==> src/rtl/wm_pkg.sv <==
// Shared types, one-hot setting encodings and default phase durations for the
// washing-machine cycle controller.
package wm_pkg;

    typedef enum logic [2:0] {
        IDLE   = 3'd0,
        WASH   = 3'd1,
        RINSE1 = 3'd2,
        RINSE2 = 3'd3,
        DRY    = 3'd4,
        DONE   = 3'd5
    } wm_state_e;

    // water_sel is {high,mid,low}
    localparam logic [2:0] WATER_HIGH = 3'b100;
    localparam logic [2:0] WATER_MID  = 3'b010;
    localparam logic [2:0] WATER_LOW  = 3'b001;

    // temp_sel is {hot_only,cold_only,hot_cold}
    localparam logic [2:0] TEMP_HOT_ONLY  = 3'b100;
    localparam logic [2:0] TEMP_COLD_ONLY = 3'b010;
    localparam logic [2:0] TEMP_HOT_COLD  = 3'b001;

    localparam int unsigned TICK_DIV_DEF = 32'd125000000;
    localparam int unsigned WASH_T_DEF   = 32'd10;
    localparam int unsigned RINSE_T_DEF  = 32'd6;
    localparam int unsigned DRY_T_DEF    = 32'd8;

    // Illegal (non one-hot) encodings recover to the reset setting.
    function automatic logic [2:0] water_step(input logic [2:0] w);
        case (w)
            WATER_HIGH: water_step = WATER_MID;
            WATER_MID:  water_step = WATER_LOW;
            WATER_LOW:  water_step = WATER_HIGH;
            default:    water_step = WATER_HIGH;
        endcase
    endfunction

    function automatic logic [2:0] temp_step(input logic [2:0] t);
        case (t)
            TEMP_HOT_COLD:  temp_step = TEMP_HOT_ONLY;
            TEMP_HOT_ONLY:  temp_step = TEMP_COLD_ONLY;
            TEMP_COLD_ONLY: temp_step = TEMP_HOT_COLD;
            default:        temp_step = TEMP_HOT_COLD;
        endcase
    endfunction

endpackage

==> src/rtl/wm_tick_gen.sv <==
// Tick prescaler: pulses tick_o for one cycle every TICK_DIV cycles; clr_i
// restarts the count so the next tick arrives a full period later.
module wm_tick_gen #(
    parameter int unsigned TICK_DIV = 32'd125000000
) (
    input  logic clk_i,
    input  logic rst_ni,
    input  logic clr_i,
    output logic tick_o
);

    localparam int unsigned   CW   = (TICK_DIV > 32'd1) ? $clog2(TICK_DIV) : 1;
    localparam logic [CW-1:0] LAST = CW'(TICK_DIV - 32'd1);

    logic [CW-1:0] cnt_q;
    logic [CW-1:0] cnt_d;

    // next count: wrap at LAST, forced to zero by clear
    always_comb begin
        cnt_d = cnt_q;
        if (clr_i) begin
            cnt_d = '0;
        end else if (cnt_q == LAST) begin
            cnt_d = '0;
        end else begin
            cnt_d = cnt_q + CW'(1);
        end
    end

    // count register
    always_ff @(posedge clk_i or negedge rst_ni) begin
        if (!rst_ni) begin
            cnt_q <= '0;
        end else begin
            cnt_q <= cnt_d;
        end
    end

    assign tick_o = (cnt_q == LAST);

endmodule

==> src/rtl/wm_cycle_ctrl.sv <==
// Washing-machine cycle sequencer: WASH, RINSE1, optional RINSE2, DRY, DONE.
// Build option WM_DRY_PHASE_EN keeps the DRY phase; without it the last rinse ends the cycle.
module wm_cycle_ctrl
    import wm_pkg::*;
#(
    parameter int unsigned TICK_DIV = TICK_DIV_DEF,
    parameter int unsigned WASH_T   = WASH_T_DEF,
    parameter int unsigned RINSE_T  = RINSE_T_DEF,
    parameter int unsigned DRY_T    = DRY_T_DEF
) (
    input  logic       clk,
    input  logic       rstn,
    input  logic       btn_start,
    input  logic       btn_water,
    input  logic       btn_temp,
    input  logic       btn_repeat,
    output logic       phase_wash,
    output logic       phase_rinse,
    output logic       phase_dry,
    output logic       repeat_on,
    output logic [2:0] water_sel,
    output logic [2:0] temp_sel,
    output logic       busy,
    output logic       done,
    output logic [7:0] remain
);

`ifdef WM_DRY_PHASE_EN
    localparam wm_state_e AFTER_RINSE = DRY;
`else
    localparam wm_state_e AFTER_RINSE = DONE;
`endif

    wm_state_e  state_q, state_d;
    logic [7:0] remain_q, remain_d;
    logic [2:0] water_q, water_d;
    logic [2:0] temp_q, temp_d;
    logic       repeat_q, repeat_d;
    logic       phase_wash_q, phase_wash_d;
    logic       phase_rinse_q, phase_rinse_d;
    logic       phase_dry_q, phase_dry_d;
    logic       busy_q, busy_d;
    logic       done_q, done_d;
    logic       tick_s;
    logic       clr_s;

    function automatic logic [7:0] phase_len(input wm_state_e s);
        case (s)
            WASH:           phase_len = 8'(WASH_T);
            RINSE1, RINSE2: phase_len = 8'(RINSE_T);
            DRY:            phase_len = 8'(DRY_T);
            default:        phase_len = 8'd0;
        endcase
    endfunction

    wm_tick_gen #(
        .TICK_DIV (TICK_DIV)
    ) u_tick (
        .clk_i  (clk),
        .rst_ni (rstn),
        .clr_i  (clr_s),
        .tick_o (tick_s)
    );

    // next-state, settings and phase timer
    always_comb begin
        state_d  = state_q;
        remain_d = remain_q;
        water_d  = water_q;
        temp_d   = temp_q;
        repeat_d = repeat_q;
        clr_s    = 1'b0;

        case (state_q)
            IDLE, DONE: begin
                // settings land on the same edge as a coincident start
                clr_s = 1'b1;
                if (btn_water) begin
                    water_d = water_step(water_q);
                end else begin
                    water_d = water_q;
                end
                if (btn_temp) begin
                    temp_d = temp_step(temp_q);
                end else begin
                    temp_d = temp_q;
                end
                if (btn_repeat) begin
                    repeat_d = ~repeat_q;
                end else begin
                    repeat_d = repeat_q;
                end
                if (btn_start) begin
                    state_d = WASH;
                end else begin
                    state_d = state_q;
                end
            end
            WASH, RINSE1, RINSE2, DRY: begin
                if (tick_s && (remain_q == 8'd1)) begin
                    clr_s = 1'b1;
                    case (state_q)
                        WASH:    state_d = RINSE1;
                        RINSE1:  state_d = repeat_q ? RINSE2 : AFTER_RINSE;
                        RINSE2:  state_d = AFTER_RINSE;
                        default: state_d = DONE;
                    endcase
                end else if (tick_s) begin
                    remain_d = remain_q - 8'd1;
                end else begin
                    remain_d = remain_q;
                end
            end
            default: begin
                state_d = IDLE;
                clr_s   = 1'b1;
            end
        endcase

        if (state_d != state_q) begin
            remain_d = phase_len(state_d);
        end else begin
            remain_d = remain_d;
        end
    end

    // output decode from the next state so every output is a flop
    always_comb begin
        phase_wash_d  = (state_d == WASH);
        phase_rinse_d = (state_d == RINSE1) || (state_d == RINSE2);
`ifdef WM_DRY_PHASE_EN
        phase_dry_d   = (state_d == DRY);
`else
        phase_dry_d   = 1'b0;
`endif
        busy_d        = (state_d == WASH) || (state_d == RINSE1) ||
                        (state_d == RINSE2) || (state_d == DRY);
        done_d        = (state_d == DONE) && (state_q != DONE);
    end

    // state, settings and output registers
    always_ff @(posedge clk or negedge rstn) begin
        if (!rstn) begin
            state_q       <= IDLE;
            remain_q      <= 8'd0;
            water_q       <= WATER_HIGH;
            temp_q        <= TEMP_HOT_COLD;
            repeat_q      <= 1'b0;
            phase_wash_q  <= 1'b0;
            phase_rinse_q <= 1'b0;
            phase_dry_q   <= 1'b0;
            busy_q        <= 1'b0;
            done_q        <= 1'b0;
        end else begin
            state_q       <= state_d;
            remain_q      <= remain_d;
            water_q       <= water_d;
            temp_q        <= temp_d;
            repeat_q      <= repeat_d;
            phase_wash_q  <= phase_wash_d;
            phase_rinse_q <= phase_rinse_d;
            phase_dry_q   <= phase_dry_d;
            busy_q        <= busy_d;
            done_q        <= done_d;
        end
    end

    assign phase_wash  = phase_wash_q;
    assign phase_rinse = phase_rinse_q;
    assign phase_dry   = phase_dry_q;
    assign repeat_on   = repeat_q;
    assign water_sel   = water_q;
    assign temp_sel    = temp_q;
    assign busy        = busy_q;
    assign done        = done_q;
    assign remain      = remain_q;

endmodule
==> config.mk <==
export PLATFORM = sky130hd
export DESIGN_NAME = wm_cycle_ctrl
export DESIGN_NICKNAME = d
export VERILOG_FILES = /design/src/rtl/wm_pkg.sv /design/src/rtl/wm_tick_gen.sv /design/src/rtl/wm_cycle_ctrl.sv
export SDC_FILE = /design/constraint.sdc
export NUM_CORES = 1
export LEC_CHECK = 0
export ABC_CLOCK_PERIOD_IN_PS = 2200
export BUFFER_PORTS_ARGS = -buffer_cell sky130_fd_sc_hd__clkbuf_2
export CORE_MARGIN = 1.5
export CORE_UTILIZATION = 30
export CTS_BUF_LIST = sky130_fd_sc_hd__clkbuf_8
export CTS_CLUSTER_DIAMETER = 80
export DETAILED_ROUTE_END_ITERATION = 16
export SYNTH_ARGS = -nofsm -noshare
export SYNTH_HDL_FRONTEND = slang
export SYNTH_SLANG_ARGS = --single-unit
==> constraint.sdc <==
create_clock -name clk -period 2.2 [get_ports clk]
set_input_delay 0.44 -clock clk [delete_from_list [all_inputs] [get_ports clk]]
set_output_delay 0.44 -clock clk [all_outputs]
set_load 0.005 [all_outputs]
Word level (Yosys, flattened, before mapping)
Index checks and enable logic that the tools add are counted.
{"block": "classes", "add_sub_neg": 2, "n_eq_ne": 19, "mux": 16, "bitwise_logic": 1, "n_reduce_logical": 16}
{"operator": "2-to-1 mux 27 bit", "count": 2}
{"operator": "2-to-1 mux 8 bit", "count": 4}
{"operator": "adder 27 x 1 -> 27 bit (second input constant)", "count": 1}
{"operator": "equality test 27 bit (second input constant)", "count": 1}
{"operator": "one-hot mux 3 bit (2 select lines)", "count": 4}
{"operator": "equality test 3 bit (second input constant)", "count": 6}
{"operator": "equality test 3 x 2 -> 1 bit (second input constant)", "count": 5}
{"operator": "one-hot mux 4 bit (3 select lines)", "count": 1}
{"operator": "equality test 3 x 1 -> 1 bit (second input constant)", "count": 3}
{"operator": "2-to-1 mux 3 bit", "count": 3}
{"operator": "equality test 8 x 1 -> 1 bit (second input constant)", "count": 1}
{"operator": "subtractor 8 x 1 -> 8 bit (second input constant)", "count": 1}
{"operator": "AND reduction 2 bit", "count": 3}
{"operator": "logical OR 1 bit", "count": 4}
{"operator": "nonzero test 2 bit", "count": 2}
{"operator": "OR reduction 2 bit", "count": 2}
{"operator": "OR reduction 4 bit", "count": 1}
{"operator": "logical NOT 3 bit", "count": 1}
{"operator": "!= test 3 bit", "count": 1}
{"operator": "!= test 3 bit (second input constant)", "count": 1}
{"operator": "AND reduction 3 bit", "count": 1}
{"operator": "logical AND 1 bit", "count": 2}
{"operator": "2-to-1 mux 1 bit", "count": 2}
{"operator": "!= test 2 x 1 -> 1 bit (second input constant)", "count": 1}
{"operator": "NOT 1 bit", "count": 1}
{"block": "word_totals", "regBits": 49, "inputBits": 6}

Logic depth before layout (Yosys ltp)
Gate-level depths: netlist (run 1).
{"block": "depth", "ltp_word": 8, "ltp_mapped": 8, "ltp_nobuf": 7}

By module
From an unflattened synthesis (run 1), not the netlist that was laid out.
{"block": "hier_totals", "cells_unflattened": 307, "area_unflattened_um2": 2871.5}
{"mod": "wm_tick_gen", "n_inst": 1, "cells_each": 169, "area_per_inst_um2": 1576.5, "seq_area_each_um2": 675.6}
{"mod": "wm_cycle_ctrl", "n_inst": 1, "cells_each": 138, "area_per_inst_um2": 1295.0, "seq_area_each_um2": 553.0}

Worst setup path before layout (run 1)
No wires, ideal clock.
{"block": "synth_timing", "kind": "flip-flop to flip-flop", "start": "reg u_tick.cnt_q[0]", "end": "reg busy_q (netlist: busy)", "arrival_time_ns": 2.255, "path_slack_ns": -0.135, "stages_incl_launch_ff": 8, "n_path_buf": 0, "period_less_slack_ns": 2.335, "path_cell_list": "dfrtp_1 -> ha_1 -> nand4_2 -> or4_4 -> nor3_4 -> mux2_2 -> o31ai_1 -> xnor2_1"}
{"block": "synth_via", "elab_chain_cells": 8, "word_cells_on_any_way": 11, "cone_classes": "5 x eq/ne; 2 x mux; 4 x reduce/logical"}
{"item": "start, declared", "line": "wm_tick_gen.sv:15", "text": "logic [CW-1:0] cnt_q;"}
{"item": "start signal, assigned", "line": "wm_tick_gen.sv:35", "text": "cnt_q <= cnt_d;"}
{"item": "equality test 27 bit (*)", "line": "wm_tick_gen.sv:39", "text": "assign tick_o = (cnt_q == LAST);"}
{"item": "logical AND 1 bit (*)", "line": "wm_cycle_ctrl.sv:100", "text": "if (tick_s && (remain_q == 8'd1)) begin"}
{"item": "2-to-1 mux 3 bit (*)", "line": "wm_cycle_ctrl.sv:100"}
{"item": "one-hot mux 3 bit (2 select lines) (*)", "line": "wm_cycle_ctrl.sv:74", "text": "case (state_q)"}
{"item": "equality test 3 x 1 -> 1 bit / equality test 3 x 2 -> 1 bit (equally long branches)", "line": "wm_cycle_ctrl.sv:136", "text": "busy_d = (state_d == WASH) || (state_d == RINSE1) ||"}
{"item": "logical OR 1 bit (2 in series)", "line": "wm_cycle_ctrl.sv:136"}
{"item": "logical OR 1 bit (*)", "line": "wm_cycle_ctrl.sv:137", "text": "(state_d == RINSE2) || (state_d == DRY);"}
{"item": "via busy_d", "line": "wm_cycle_ctrl.sv:42", "text": "logic busy_q, busy_d;"}
{"item": "end signal, assigned", "line": "wm_cycle_ctrl.sv:163", "text": "busy_q <= busy_d;"}
{"item": "end, declared", "line": "wm_cycle_ctrl.sv:42"}
The timed path passes the listed nets; every way through them passes the cells marked *.
A chain may end at the register's enable or synchronous reset.

Final worst setup path (run 1)
{"block": "layout_timing", "start": "reg u_tick.cnt_q[18]", "end": "reg remain_q[3] (netlist: remain[3])"}
{"block": "layout_via", "elab_chain_cells": 8, "word_cells_on_any_way": 16, "cone_classes": "7 x eq/ne; 4 x mux; 5 x reduce/logical"}
{"item": "equality test 27 bit (*)", "line": "wm_tick_gen.sv:39"}
{"item": "logical AND 1 bit", "line": "wm_cycle_ctrl.sv:100"}
{"item": "2-to-1 mux 3 bit", "line": "wm_cycle_ctrl.sv:100"}
{"item": "one-hot mux 3 bit (2 select lines)", "line": "wm_cycle_ctrl.sv:74"}
{"item": "equality test 3 x 2 -> 1 bit", "line": "wm_cycle_ctrl.sv:48", "text": "case (s)"}
{"item": "OR reduction 2 bit", "line": "wm_cycle_ctrl.sv:48"}
{"item": "one-hot mux 4 bit (3 select lines)", "line": "wm_cycle_ctrl.sv:48"}
{"item": "2-to-1 mux 8 bit", "line": "wm_cycle_ctrl.sv:120", "text": "if (state_d != state_q) begin"}
{"item": "end signal, assigned", "line": "wm_cycle_ctrl.sv:156", "text": "remain_q <= remain_d;"}
{"item": "end, declared", "line": "wm_cycle_ctrl.sv:35", "text": "logic [7:0] remain_q, remain_d;"}
Every way passes the cells marked *; elsewhere a longest branch is shown, timed or not.

==> run_results.csv, run 1 <==
group,metric,value,unit
timing,slew_headroom,58.50,%
yosys,synthArstFlopShare,100.0,%
setup_path,worst_ep_arrival_time,2.40,ns
timing,slew_viol_final,0,
setup_path,start_kind,"flop",
die,placementRows,33,
yosys,syn-num-nets,287,
global_routing,grt_pass1_vias,2030,
finish,final_cell_mix,"nor2_1 (49), dfrtp_1 (47), buf_4 (37)",
pwr,ir_drop,0.2702,mV
status,status,"finished clean",
finish,num_antenna_cells,0,
yosys,syn_area,0.002608,sq mm
detailed_routing,drt_iter0_drc,65,
setup_path,critPathCaptureType,"flop",
setup_path,crit_type,"reg2reg",
yosys,ys.flop_type,"dfrtp_1",
timing,finalHoldViolCount,0,
pwr,combinationalPowerShare,21.3,%
cts,clk_latency,0.31,ns
pwr,power.switching,0.6894,mW
detailed_routing,vias_per_cell,4.763,
job,drv_cap,0,
finish,drive_above_1_share,27.49,%
timing,layout_min_cycle_time,2.184,ns
pwr,p_total,2.196,mW
setup_path,crit_required,2.41,ns
finish,final_util,39.85,%
detailed_routing,route.detailed.drc,0,
cts,root_buffer,"clkbuf_8",
setup_path,path_max_fanout,4,
global_routing,grt_use_total,13.29,%
global_routing,grt_pass1_wl,9473,microns
die,dieHeight,96.23,microns
yosys,synth_edf_count,0,
detailed_routing,dr_total_vias,2129,
yosys,ys_top_cells_by_area,"dfrtp_1 (45%), nor2_1 (7.1%), xnor2_1 (5.7%)",
pwr,power_density,664.2,mW/mm^2
hold_path,hp-class,"in2async",
cts,ctsHoldBuffers,0,
die,initial_core_util,31.42,%
detailed_routing,avgRoutedWirePerCell,12.70,microns
pwr,cellInternalPower,1.507,mW
cts,cts_buffers,5,
pwr,power.leakage,1.497,nW
cts,cts_sinks,49,
yosys,yosys_register_bits,49,
timing,max_freq,457.8,MHz
die,die_w,96.23,microns
timing,rsz0062_at_grt,"true",
yosys,synth.top_cell.area_share,45.11,%
placed_design,dp_slack,0.004647,ns
global_routing,grt_max_degree,29,
finish,syn_to_final_growth,26.82,%
setup_path,reg2reg_from,"u_tick.cnt_q[18]",
die,fp.dieArea,0.009260,sq mm
yosys,yosysWarnings,0,
detailed_routing,ant_nets,0,
timing,setup_violations,0,
timing,finalCritPeriodShare,99.29,%
yosys,yosys.area.top_type,"dfrtp_1",
timing,max_slew.worst_pin.slew,0.6202,ns
timing,worst_slack,0.01562,ns
yosys,synthCells,278,
placed_design,placement.io_buffers,24,
finish,fillers,848,
yosys,synth_cell_types,48,
cts,cts_tree,"built",
pwr,seq_power_share,52.7,%
timing,fin_skew,0.01269,ns
setup_path,crit_start,"u_tick.cnt_q[18]",
detailed_routing,routed_wl,5676,microns
pwr,power_frac_clock,26.0,%
global_routing,grt_overflow,0,
pwr,sw_frac_of_total,31.39,%
cts,max-clock-path-buffers,2,
die,pin_count,26,
global_routing,antenna_found_initial,0,
cts,htreeDepth,2,
finish,nets,350,
finish,layout_commonest_cell,"nor2_1",
die,core,0.008299,sq mm
placed_design,gp_congestion,0.8349,
cts,path_clk_slew,0.11,ns
detailed_routing,drt_pass1_iterations,4,
yosys,synth-seq-area-share,47.12,%
yosys,syn_avg_cell_area,9.380,sq um
placed_design,dp_hpwl,4275,microns
Yosys cell counts (3+ instances only):
| cell type | number |
|---|---|
| o21ai_0 | 4 |
| nor4b_1 | 6 |
| a21oi_1 | 6 |
| nor4_1 | 4 |
| and3_1 | 4 |
| nand2_1 | 26 |
| xnor2_1 | 17 |
| inv_1 | 11 |
| clkbuf_1 | 4 |
| nand4b_1 | 3 |
| o31ai_1 | 4 |
| a31oi_1 | 4 |
| dfrtp_1 | 47 |
| nor3_1 | 7 |
| ha_1 | 3 |
| nand2b_1 | 6 |
| nand3_1 | 10 |
| a211oi_1 | 3 |
| nor2_1 | 49 |
| nand4_1 | 5 |
| nor4bb_1 | 3 |
| xor2_1 | 14 |
| nor2b_1 | 3 |
| or2_2 | 4 |
| or3_1 | 3 |
sequential cells by signal, indices dropped and copies added, names as in the netlist:
register and count:
phase_rinse 1, done 1, repeat_on 1, remain 8
busy 1, temp_sel 3, phase_wash 1, u_tick.cnt_q 27
state_q 3, water_sel 3
metal layers:
metal,part of all wire (%),up-vias,track usage (%)
li1,-,1078,-
met1,49,1027,18.08
met2,47,20,21.24
met3,2.5,4,3.555
met4,0.79,0,2.574
met5,0,-,0
power by group through the flow:
stage / logic [mW] / registers, mW / clock network, mW
floorplan: 0.257 / 1.17 / 0
global placement: 0.455 / 1.17 / 0
detailed placement: 0.464 / 1.17 / 0
CTS: 0.466 / 1.16 / 0.597
global route: 0.536 / 1.17 / 0.632
finish: 0.468 / 1.16 / 0.571
final cells by class:
cell class	instances	area, sq um	share of cell area, %
inverter	12	45.04	1.362
clock inverter	3	25.02	0.7567
multi-input combinational	210	1370	41.43
timing repair buffer	63	437.9	13.24
sequential	49	1229	37.15
clock buffer	5	68.82	2.081
tap	105	131.4	3.973
repair_timing:
action	in CTS	in global routing
buffers inserted	0	4
pin swaps	1	2
gates resized for setup	0	6
setup endpoints to repair	1	7
path summary, 6_finish.rpt:
kind | end | slack, ns | cells past startpoint
worst max-delay path | remain[3] | 0.02 | 7
worst min-delay path | u_tick.cnt_q[12] | 0.12 | 1
worst max register to register | remain[3] | 0.02 | 7
worst min register to register | repeat_on | 0.51 | 1
max in group asynchronous | water_sel[2] | 1.47 | 2
min in group clk | repeat_on | 0.36 | 3
critical path, stage by stage (launching register included):
cell and delay [ns]:
dfrtp_1 0.39, nand4bb_1 0.19, or4_4 0.58, nor3_4 0.26, buf_4 0.16, a21oi_1 0.05
or3_1 0.35, o211a_1 0.12
cells by family (layout without fill, tap and decap cells):
family / Yosys count / in the layout / synth area share, %
buffers and inverters: 19 / 83 / 2.975
AO/OA/AOI/OAI: 28 / 28 / 7.101
XOR/XNOR: 31 / 31 / 10.41
multiplexers: 1 / 1 / 0.4318
flip-flops: 49 / 49 / 47.12
adder cells (fa/ha/maj): 3 / 3 / 1.440
other: 1 / 1 / 0.1438
AND/OR/NAND/NOR: 146 / 146 / 30.37
per-stage QoR:
step                hold WS [ns]  setup TNS [ns]  std cells  cell area [sq um]
detailed placement        0.4692               0        435               3144
floorplan                 0.1444               0        278               2638
finish                    0.1214               0        447               3307
CTS                       0.1295               0        443               3238
global placement          0.4634               0        435               3144
global route              0.1559         -0.1152        447               3307
(Power assumes the default switching activity.)
==> run 2: changes to the inputs <==
- PLACE_DENSITY: default -> 0.44
==> run_results.csv, run 2 (synthesis results as in run 1) <==
group,metric,value,unit
cts,clk_latency,0.30,ns
die,initial_core_util,31.42,%
setup_path,critPathCaptureType,"flop",
cts,root_buffer,"clkbuf_8",
detailed_routing,drt_pass1_iterations,6,
detailed_routing,drt_iter0_drc,61,
timing,rsz0062_at_grt,"true",
placed_design,placement.io_buffers,24,
timing,slew_headroom,57.08,%
timing,setup_violations,2,
timing,slew_viol_final,0,
finish,nets,355,
timing,max_slew.worst_pin.slew,0.6438,ns
detailed_routing,ant_nets,0,
timing,max_freq,451.2,MHz
global_routing,grt_max_degree,50,
detailed_routing,vias_per_cell,4.765,
hold_path,hp-class,"in2async",
finish,syn_to_final_growth,28.89,%
die,die_w,96.23,microns
die,fp.dieArea,0.009260,sq mm
status,status,"complete, but fails checks",
pwr,power.leakage,1.544,nW
pwr,power_density,714.9,mW/mm^2
timing,setup_tns,-0.01793,ns
cts,ctsHoldBuffers,0,
cts,cts_sinks,49,
global_routing,grt_use_total,14.05,%
finish,regMostFlops,"u_tick.cnt_q",
finish,drive_above_1_share,28.53,%
die,dieHeight,96.23,microns
global_routing,grt_pass1_wl,9956,microns
global_routing,grt_overflow,0,
detailed_routing,route.detailed.drc,0,
pwr,ir_drop,0.3045,mV
die,core,0.008299,sq mm
timing,layout_min_cycle_time,2.216,ns
die,pin_count,26,
setup_path,start_kind,"flop",
cts,max-clock-path-buffers,2,
detailed_routing,avgRoutedWirePerCell,13.17,microns
placed_design,gp_congestion,0.7734,
finish,final_cell_mix,"nor2_1 (49), dfrtp_1 (47), buf_4 (40)",
timing,fin_skew,0.008958,ns
global_routing,grt_pass1_vias,2080,
die,placementRows,33,
placed_design,dp_hpwl,4360,microns
timing,finalCritPeriodShare,100.7,%
finish,num_antenna_cells,0,
detailed_routing,routed_wl,5951,microns
cts,htreeDepth,2,
setup_path,worst_ep_arrival_time,2.41,ns
setup_path,crit_type,"reg2reg",
timing,worst_slack,-0.01612,ns
timing,holdWs,0.2282,ns
setup_path,crit_required,2.40,ns
timing,finalHoldViolCount,0,
cts,cts_tree,"built",
cts,cts_buffers,5,
placed_design,dp_slack,-0.05452,ns
job,drv_cap,0,
global_routing,antenna_found_initial,0,
cts,path_clk_slew,0.10,ns
finish,layout_commonest_cell,"nor2_1",
detailed_routing,dr_total_vias,2154,
status,violations,"setup timing",
finish,largest_reg_flops,27,
setup_path,path_max_fanout,6,
run 2: area by class of cell:
| cell class | instances | area [sq um] |
|---|---|---|
| Clock buffer | 5 | 68.82 |
| Clock inverter | 3 | 65.06 |
| Fill cell | 834 | 4938 |
| Inverter | 12 | 45.04 |
| Multi-Input combinational cell | 210 | 1348 |
| Sequential cell | 49 | 1229 |
| Tap cell | 105 | 131.4 |
| Timing Repair Buffer | 68 | 474.2 |
run 2: final timing paths:
kind                                     to  slack (ns)        startpoint  depth (start not counted)
max reg2reg                       remain[3]       -0.02  u_tick.cnt_q[18]                          7
min                              state_q[0]        0.23              rstn                          2
max in group asynchronous  u_tick.cnt_q[14]        1.52              rstn                          2
max                               remain[3]       -0.02  u_tick.cnt_q[18]                          7
min reg2reg                       repeat_on        0.50         repeat_on                          1
min in group clk                  repeat_on        0.37        btn_repeat                          3
run 2: what timing repair did:
| action | in CTS | in global routing |
|---|---|---|
| setup buffers | 1 | 2 |
| setup endpoints to repair | 2 | 8 |
| pin swaps | 1 | 2 |
| gates resized for setup | 0 | 8 |
run 2: worst max-delay path: stages (launching register included):
cell,delay [ns]
dfrtp_1,0.40
nand4bb_1,0.19
or4_4,0.56
nor3_4,0.30
buf_4,0.17
o21ai_2,0.06
or3_1,0.31
o211a_1,0.11
run 2: power by group:
group | internal, mW | switching [mW]
Combinational | 0.259 | 0.234
Sequential | 1.03 | 0.118
Clock | 0.452 | 0.311
run 2: through the flow:
stage / utilization, % / cell area [sq um] / total power [mW] / std cells
floorplan: - / 2638 / 1.425 / 278
global placement: 38.28 / 3177 / 1.658 / 441
detailed placement: 38.28 / 3177 / 1.663 / 441
CTS: 39.98 / 3318 / 2.452 / 450
global route: 40.49 / 3361 / 2.567 / 452
finish: 40.49 / 3361 / 2.403 / 452
run 2: metal layers:
layer	vias to the layer above	track usage [%]	wire (microns)	share of wire, %
met5	-	0	0	0
met4	0	3.922	40	0.67
met3	2	2.607	155	2.6
met2	26	23.71	2841	48
met1	1036	18.25	2913	49
li1	1090	-	-	-
